===== src/rtl/ssd_scan_capture_pkg.sv =====
// Shared definitions for the seven-segment scan capture block: FSM states,
// active-high gfedcba patterns for the hex digits and small anode helpers.
package ssd_scan_capture_pkg;

  typedef enum logic [1:0] {
    ST_IDLE     = 2'd0,
    ST_SETTLE   = 2'd1,
    ST_CAPTURED = 2'd2
  } scan_state_e;

  localparam int NUM_DIGITS = 8;
  localparam int SEG_DP_BIT = 7;

  localparam logic [6:0] SEG_0     = 7'h3F;
  localparam logic [6:0] SEG_1     = 7'h06;
  localparam logic [6:0] SEG_2     = 7'h5B;
  localparam logic [6:0] SEG_3     = 7'h4F;
  localparam logic [6:0] SEG_4     = 7'h66;
  localparam logic [6:0] SEG_5     = 7'h6D;
  localparam logic [6:0] SEG_6     = 7'h7D;
  localparam logic [6:0] SEG_7     = 7'h07;
  localparam logic [6:0] SEG_8     = 7'h7F;
  localparam logic [6:0] SEG_9     = 7'h6F;
  localparam logic [6:0] SEG_A     = 7'h77;
  localparam logic [6:0] SEG_B     = 7'h7C;
  localparam logic [6:0] SEG_C     = 7'h39;
  localparam logic [6:0] SEG_D     = 7'h5E;
  localparam logic [6:0] SEG_E     = 7'h79;
  localparam logic [6:0] SEG_F     = 7'h71;
  localparam logic [6:0] SEG_BLANK = 7'h00;

  // True when exactly one anode is driven low.
  function automatic logic is_onehot_low(input logic [7:0] an);
    logic [7:0] act;
    act = ~an;
    return (act != 8'h00) && ((act & (act - 8'h01)) == 8'h00);
  endfunction

  // Index of the low anode; only meaningful when is_onehot_low() holds.
  function automatic logic [2:0] low_index(input logic [7:0] an);
    logic [2:0] idx;
    idx = 3'd0;
    for (int i = 0; i < NUM_DIGITS; i++) begin
      if (!an[i]) begin
        idx = 3'(i);
      end
    end
    return idx;
  endfunction

endpackage


===== src/rtl/ssd_scan_capture_seg_to_hex.sv =====
// Combinational decoder from active-high gfedcba segments to a hex nibble,
// flagging blank digits and patterns that are not a hex glyph.
module seg_to_hex
  import ssd_scan_capture_pkg::*;
(
  input  logic [6:0] segs_i,
  output logic [3:0] nibble_o,
  output logic       blank_o,
  output logic       err_o
);

  // Pattern lookup; unknown glyphs decode to zero with the error flag raised.
  always_comb begin
    nibble_o = 4'h0;
    blank_o  = 1'b0;
    err_o    = 1'b0;
    case (segs_i)
      SEG_0:     nibble_o = 4'h0;
      SEG_1:     nibble_o = 4'h1;
      SEG_2:     nibble_o = 4'h2;
      SEG_3:     nibble_o = 4'h3;
      SEG_4:     nibble_o = 4'h4;
      SEG_5:     nibble_o = 4'h5;
      SEG_6:     nibble_o = 4'h6;
      SEG_7:     nibble_o = 4'h7;
      SEG_8:     nibble_o = 4'h8;
      SEG_9:     nibble_o = 4'h9;
      SEG_A:     nibble_o = 4'hA;
      SEG_B:     nibble_o = 4'hB;
      SEG_C:     nibble_o = 4'hC;
      SEG_D:     nibble_o = 4'hD;
      SEG_E:     nibble_o = 4'hE;
      SEG_F:     nibble_o = 4'hF;
      SEG_BLANK: blank_o  = 1'b1;
      default:   err_o    = 1'b1;
    endcase
  end

endmodule


===== src/rtl/ssd_scan_capture.sv =====
// Receive side of the 8-digit multiplexed seven-segment bus: debounces each
// anode activation, decodes its glyph and publishes complete 32-bit frames.
module ssd_scan_capture
  import ssd_scan_capture_pkg::*;
#(
  parameter int         SYNC_STAGES   = 2,
  parameter int         SETTLE_CYCLES = 16,
  parameter int         TIMEOUT       = 2000000,
  parameter logic [7:0] DIGIT_MASK    = 8'hFF
) (
  input  logic        clk,
  input  logic        rst,
  input  logic [7:0]  an,
  input  logic [7:0]  sd,
  output logic [31:0] value,
  output logic [7:0]  dp_mask,
  output logic        frame_valid,
  output logic        decode_err,
  output logic        stale
);

  localparam int              SCW          = $clog2(SETTLE_CYCLES + 1);
  localparam int              TCW          = $clog2(TIMEOUT + 1);
  localparam logic            FAST_ACCEPT  = (SETTLE_CYCLES == 1);
  localparam logic [SCW-1:0]  SETTLE_LAST  = SCW'(SETTLE_CYCLES);
  localparam logic [TCW-1:0]  TIMEOUT_LAST = TCW'(TIMEOUT);

  logic [7:0]  an_sync_q [SYNC_STAGES];
  logic [7:0]  sd_sync_q [SYNC_STAGES];
  logic [7:0]  an_s;
  logic [7:0]  sd_s;
  logic [15:0] pins_s;
  logic        onehot_s;

  scan_state_e    state_q, state_d, state_s;
  logic [15:0]    snap_q, snap_d;
  logic [SCW-1:0] cnt_q, cnt_d, cnt_s;
  logic           start_s;
  logic           settle_acc_s;
  logic           accept_s;

  logic [31:0]    shadow_q, shadow_d;
  logic [7:0]     shadow_dp_q, shadow_dp_d;
  logic [7:0]     seen_q, seen_d;
  logic [31:0]    value_q, value_d;
  logic [7:0]     dp_mask_q, dp_mask_d;
  logic           frame_valid_q, frame_valid_d;
  logic           decode_err_q, decode_err_d;
  logic           stale_q, stale_d;
  logic [TCW-1:0] tmo_q, tmo_d;

  logic [2:0]     idx_s;
  logic [3:0]     dec_nib_s;
  logic           dec_blank_s;
  logic           dec_err_s;
  logic [3:0]     wr_nib_s;
  logic           frame_fire_s;

  // Input synchroniser; idles at all-high (nothing lit).
  always_ff @(posedge clk) begin
    if (!rst) begin
      for (int k = 0; k < SYNC_STAGES; k++) begin
        an_sync_q[k] <= 8'hFF;
        sd_sync_q[k] <= 8'hFF;
      end
    end else begin
      an_sync_q[0] <= an;
      sd_sync_q[0] <= sd;
      for (int k = 1; k < SYNC_STAGES; k++) begin
        an_sync_q[k] <= an_sync_q[k-1];
        sd_sync_q[k] <= sd_sync_q[k-1];
      end
    end
  end

  assign an_s     = an_sync_q[SYNC_STAGES-1];
  assign sd_s     = sd_sync_q[SYNC_STAGES-1];
  assign pins_s   = {an_s, sd_s};
  assign onehot_s = is_onehot_low(an_s);

  // Scan FSM: decides when a fresh activation starts and when it has settled.
  always_comb begin
    state_s      = state_q;
    cnt_s        = cnt_q;
    settle_acc_s = 1'b0;
    start_s      = 1'b0;
    case (state_q)
      ST_IDLE: begin
        if (onehot_s) start_s = 1'b1;
        else          state_s = ST_IDLE;
      end
      ST_SETTLE: begin
        if (pins_s == snap_q) begin
          cnt_s = cnt_q + SCW'(1);
          if (cnt_s == SETTLE_LAST) begin
            settle_acc_s = 1'b1;
            state_s      = ST_CAPTURED;
          end else begin
            state_s = ST_SETTLE;
          end
        end else if (onehot_s) begin
          start_s = 1'b1;
        end else begin
          state_s = ST_IDLE;
        end
      end
      ST_CAPTURED: begin
        // Only an anode change ends an activation; sd wiggles are ignored here.
        if (an_s != snap_q[15:8]) begin
          if (onehot_s) start_s = 1'b1;
          else          state_s = ST_IDLE;
        end else begin
          state_s = ST_CAPTURED;
        end
      end
      default: state_s = ST_IDLE;
    endcase
  end

  // Starting an activation snapshots the bus; a one-cycle settle accepts at once.
  always_comb begin
    if (start_s) begin
      snap_d   = pins_s;
      cnt_d    = SCW'(1);
      accept_s = FAST_ACCEPT;
      state_d  = FAST_ACCEPT ? ST_CAPTURED : ST_SETTLE;
    end else begin
      snap_d   = snap_q;
      cnt_d    = cnt_s;
      accept_s = settle_acc_s;
      state_d  = state_s;
    end
  end

  seg_to_hex u_seg_to_hex (
    .segs_i   (~sd_s[6:0]),
    .nibble_o (dec_nib_s),
    .blank_o  (dec_blank_s),
    .err_o    (dec_err_s)
  );

  assign idx_s        = low_index(an_s);
  assign wr_nib_s     = dec_blank_s ? 4'h0 : dec_nib_s;
  assign frame_fire_s = ((seen_q & DIGIT_MASK) == DIGIT_MASK);

  // Shadow frame, frame publication and staleness tracking.
  always_comb begin
    shadow_d      = shadow_q;
    shadow_dp_d   = shadow_dp_q;
    seen_d        = seen_q;
    value_d       = value_q;
    dp_mask_d     = dp_mask_q;
    frame_valid_d = 1'b0;
    decode_err_d  = decode_err_q;
    stale_d       = stale_q;
    tmo_d         = tmo_q;

    if (frame_fire_s) begin
      value_d       = shadow_q;
      dp_mask_d     = shadow_dp_q;
      frame_valid_d = 1'b1;
      seen_d        = 8'h00;
    end else begin
      frame_valid_d = 1'b0;
    end

    if (accept_s) begin
      tmo_d   = '0;
      stale_d = 1'b0;
    end else if (tmo_q != TIMEOUT_LAST) begin
      tmo_d = tmo_q + TCW'(1);
      if (tmo_d == TIMEOUT_LAST) begin
        stale_d = 1'b1;
        seen_d  = 8'h00;
      end else begin
        stale_d = stale_q;
      end
    end else begin
      stale_d = 1'b1;
    end

    // An accept landing on the publish edge starts the next frame.
    if (accept_s) begin
      shadow_d[{idx_s, 2'b00} +: 4] = wr_nib_s;
      shadow_dp_d[idx_s]            = ~sd_s[SEG_DP_BIT];
      seen_d[idx_s]                 = 1'b1;
      decode_err_d                  = decode_err_q | dec_err_s;
    end else begin
      decode_err_d = decode_err_q;
    end
  end

  // State and datapath registers.
  always_ff @(posedge clk) begin
    if (!rst) begin
      state_q       <= ST_IDLE;
      snap_q        <= 16'hFFFF;
      cnt_q         <= '0;
      shadow_q      <= 32'h0000_0000;
      shadow_dp_q   <= 8'h00;
      seen_q        <= 8'h00;
      value_q       <= 32'h0000_0000;
      dp_mask_q     <= 8'h00;
      frame_valid_q <= 1'b0;
      decode_err_q  <= 1'b0;
      stale_q       <= 1'b0;
      tmo_q         <= '0;
    end else begin
      state_q       <= state_d;
      snap_q        <= snap_d;
      cnt_q         <= cnt_d;
      shadow_q      <= shadow_d;
      shadow_dp_q   <= shadow_dp_d;
      seen_q        <= seen_d;
      value_q       <= value_d;
      dp_mask_q     <= dp_mask_d;
      frame_valid_q <= frame_valid_d;
      decode_err_q  <= decode_err_d;
      stale_q       <= stale_d;
      tmo_q         <= tmo_d;
    end
  end

  assign value       = value_q;
  assign dp_mask     = dp_mask_q;
  assign frame_valid = frame_valid_q;
  assign decode_err  = decode_err_q;
  assign stale       = stale_q;

endmodule

===== config.mk =====
export PLATFORM = sky130hd
export DESIGN_NAME = ssd_scan_capture
export DESIGN_NICKNAME = d
export VERILOG_FILES = /design/src/rtl/ssd_scan_capture_pkg.sv /design/src/rtl/ssd_scan_capture_seg_to_hex.sv /design/src/rtl/ssd_scan_capture.sv
export SDC_FILE = /design/constraint.sdc
export NUM_CORES = 1
export LEC_CHECK = 0
export CELL_PAD_IN_SITES_DETAIL_PLACEMENT = 0
export CELL_PAD_IN_SITES_GLOBAL_PLACEMENT = 1
export CORE_ASPECT_RATIO = 0.75
export CORE_MARGIN = 2
export CORE_UTILIZATION = 37
export CTS_BUF_LIST = sky130_fd_sc_hd__clkbuf_16
export CTS_CLUSTER_DIAMETER = 80
export CTS_CLUSTER_SIZE = 16
export DETAILED_ROUTE_END_ITERATION = 12
export DONT_BUFFER_PORTS = 1
export PLACE_DENSITY = 0.67
export SYNTH_ARGS = -nofsm -noshare
export SYNTH_HDL_FRONTEND = slang
export SYNTH_SLANG_ARGS = --single-unit

===== constraint.sdc =====
create_clock -name clk -period 3.3 [get_ports clk]
set_input_delay 0.66 -clock clk [delete_from_list [all_inputs] [get_ports clk]]
set_output_delay 0.66 -clock clk [all_outputs]
set_load 0.02 [all_outputs]

==> metrics.yaml <==
status: "complete, no violations"
switchingPower_mw: 0.930
power_frac_comb: 0.052
die_h_um: 124
fmax_mhz: 338
netSwitchingFraction: 0.215
ys_async_sr_fraction: 0
grt_antenna_before_repair: 0
r2r_setup_slack_ns: 0.34
fin_worst_skew_ns: 0.0156
tightest_slew_ns: 0.832
cts_hold_buf: 0
synthFlopType: "dfxtp_1"
multi_input_area_um2: 3520
start_util: 0.381
slew-limit-headroom: 0.445
grt_pass1_wl_mm: 26.1
p_leak_nw: 3.04
max-clock-path-buffers: 2
synth_area_um2: 7120
drv_slew: 0
required_ns: 3.67
io_buffers: 0
p_seq_frac: 0.481
worstPathArrival_ns: 3.33
cts_tree: "built"
synth.distinct_cells: 60
num_rows: 43
yosys_warnings: 0
drc: 0
pwr_density_cell_nw_per_um2: 541
ant_nets: 0
ctsResizeCount: 0
vias_per_cell: 5.01
p_int_mw: 3.39
n_antenna_cell: 0
crit_path_max_fanout: 7
path_cells: "nand2b_1 -> a21boi_0 -> o21ai_1 -> nand2_1 -> inv_1 -> ha_1 -> ha_1 -> or4b_1 -> mux2_2 -> nor2_1"
track_usage: 0.164
seqCellArea_um2: 3340
rsz0062_at_grt: "false"
yosysSeqAreaShare: 0.470
hold_viol: 0
drive_gt1_frac: 0.0801
min_from: "rst"
cts_root_buf: "clkbuf_16"
reg2regPathDepth: 10
grt_overflow: 0
p_clk_frac: 0.467
finalSetupTns_ns: 0
place.gp.congestion: 0.833
nets: 812
period_share: 0.898
grt_pass1_vias: 5118
setup_viol: 0
first_pass_iters: 6
hp-class: "input pin to flip-flop"
cp-start-kind: "flip-flop"
cp_slowest_stage_delay_ns: 0.67
fill_cells: 1823
fin_crit_ns: 2.96
cts_setup_buffers: 0
drv_cap: 0
synth_edf_count: 0
cts_max_level: 4
peakVddDrop_v: 0.000295
die-area_um2: 20400
area_delta_synth_final_pct: 12.1
syn_avg_cell_area_um2: 8.88
cpMaxStageDelayCell: "or4b_1"
wl_per_cell_um: 15.1
place_hpwl_mm: 11.1
r2r_start: "an_sync_q[0][9]$_SDFF_PN1_"
synth_cells: 801
synth-seq-cells: 167
drtIter0Drc: 253
worstHoldPathCells: 1
grt_max_degree: 123
endpoint_kind: "flip-flop"
ios: 61
numCtsBuffers: 17
clock_sinks: 167
dp.cells: 1016
via_count: 5238
fin_cells: 1046
critPathKind: "flip-flop to flip-flop"
die_w_um: 164
syn_nets: 825
insertion_delay_ns: 0.44
core_um2: 18700
clkTransAtPathRegs_ns: 0.06
cpMostUsedCell: "ha_1"
hold_path_end: "sd_sync_q[0][1]$_SDFF_PN1_"
timing.rr.end: "shadow_q[21]$_SDFFE_PN0P_"
routed_wl_mm: 15.8
power by group through the flow:
stage	sequential, mW	combinational (mW)	clock (mW)
finish	2.08	0.225	2.02
global route	2.08	0.249	2.15
CTS	2.08	0.224	2.07
detailed placement	2.12	0.224	0
global placement	2.12	0.219	0
floorplan	2.11	0.195	0
how the worst max path moves through the flow:
stage | to | startpoint | slack [ns] | depth (start not counted)
6_report | shadow_q[21]$_SDFFE_PN0P_ | an_sync_q[0][9]$_SDFF_PN1_ | 0.34 | 10
5_1_grt | shadow_q[21]$_SDFFE_PN0P_ | an_sync_q[0][9]$_SDFF_PN1_ | 0.08 | 10
4_1_cts | shadow_q[21]$_SDFFE_PN0P_ | an_sync_q[0][9]$_SDFF_PN1_ | 0.29 | 10
3_5_place_dp | shadow_q[21]$_SDFFE_PN0P_ | an_sync_q[0][9]$_SDFF_PN1_ | 0.32 | 10
3_3_place_gp | shadow_q[21]$_SDFFE_PN0P_ | an_sync_q[0][9]$_SDFF_PN1_ | 0.46 | 10
2_1_floorplan | seen_q[0]$_SDFF_PN0_ | tmo_q[1]$_SDFFE_PP0N_ | 0.53 | 9
placed cells by master, fill, tap and decap left out, types with 5 or more instances in the layout:
master	netlist	layout
a21oi_1	12	12
a21boi_0	39	39
dfxtp_1	167	167
inv_1	15	17
ha_1	6	6
and2_1	5	5
nand3b_1	5	5
a22o_1	7	7
and3_1	7	7
nand2b_1	37	37
nand2_1	145	145
nor2b_1	6	6
nand3_1	16	16
xnor2_1	31	31
clkbuf_16	0	17
nor3_1	21	21
xor2_1	15	15
o21a_1	5	5
nor4_1	10	9
buf_4	0	21
mux2i_1	49	49
nor2_1	78	77
nand4_1	14	14
state kept, by name, summed over array words and instances, names as in the netlist:
name / flops
an_sync_q: 16
snap_q: 16
sd_sync_q: 16
shadow_dp_q: 8
cnt_q: 5
frame_valid: 1
seen_q: 8
decode_err: 1
state_q: 2
dp_mask: 8
value: 32
shadow_q: 32
tmo_q: 21
stale: 1
logic make-up (layout without fill, tap and decap cells):
group           count (synthesis)  in the layout  synth area share
buf+inv                        69             67            0.0378
flops                         167            167             0.470
fa+ha+maj                       7              7            0.0120
mux                            51             51            0.0721
xor+xnor                       46             46            0.0566
simple gates                  365            365             0.249
compound gates                 96             96             0.103
critical path: cells and delay by family, from the launching register on:
family | cells | cell delay, ns
mux | 1 | 0.33
fa+ha+maj | 2 | 0.58
simple gates | 4 | 1.15
flops | 1 | 0.37
compound gates | 2 | 0.29
buf+inv | 1 | 0.17
synthesized netlist by cell type, types with 4 or more instances:
cell,count,area [um^2]
clkbuf_1,44,165
dfxtp_1,167,3340
ha_1,6,75.1
o21ai_0,5,25.0
nand2b_1,37,231
nor2_1,78,293
inv_1,15,56.3
nor2b_1,6,37.5
mux2i_1,49,490
a21oi_1,12,60.1
o21a_1,5,37.5
nand3b_1,5,37.5
nor3_1,21,105
and2_1,5,31.3
and3_1,7,43.8
nand3_1,16,80.1
xor2_1,15,131
a211oi_1,4,30.0
a22o_1,7,61.3
buf_2,8,40.0
nand4_1,14,87.6
a21boi_0,39,293
o211a_1,4,40.0
nand2_1,145,544
nor4_1,10,62.6
xnor2_1,31,272
area by class of cell:
class	count	area share
sequential	167	0.419
multi-input combinational	565	0.441
timing repair buffer	21	0.0198
clock inverter	13	0.0207
inverter	16	0.00753
clock buffer	17	0.0533
tap	247	0.0387
through the flow:
step	power (mW)	worst slack (ns)	util	hold slack, ns	instance area (um^2)
CTS	4.37	0.289	0.427	0.292	7970
detailed placement	2.35	0.322	0.395	0.393	7380
finish	4.32	0.338	0.427	0.301	7980
floorplan	2.30	0.531	-	0.386	7120
global placement	2.34	0.461	0.395	0.391	7380
global route	4.48	0.0821	0.427	0.295	7980
per-layer routing:
layer	vias up	track usage	wire length, um
met5	-	0	0
met4	0	0.0636	210
met3	18	0.0446	766
met2	87	0.238	6440
met1	2448	0.230	8350
li1	2685	-	-
No activity file was read; power rests on OpenSTA's default activity.
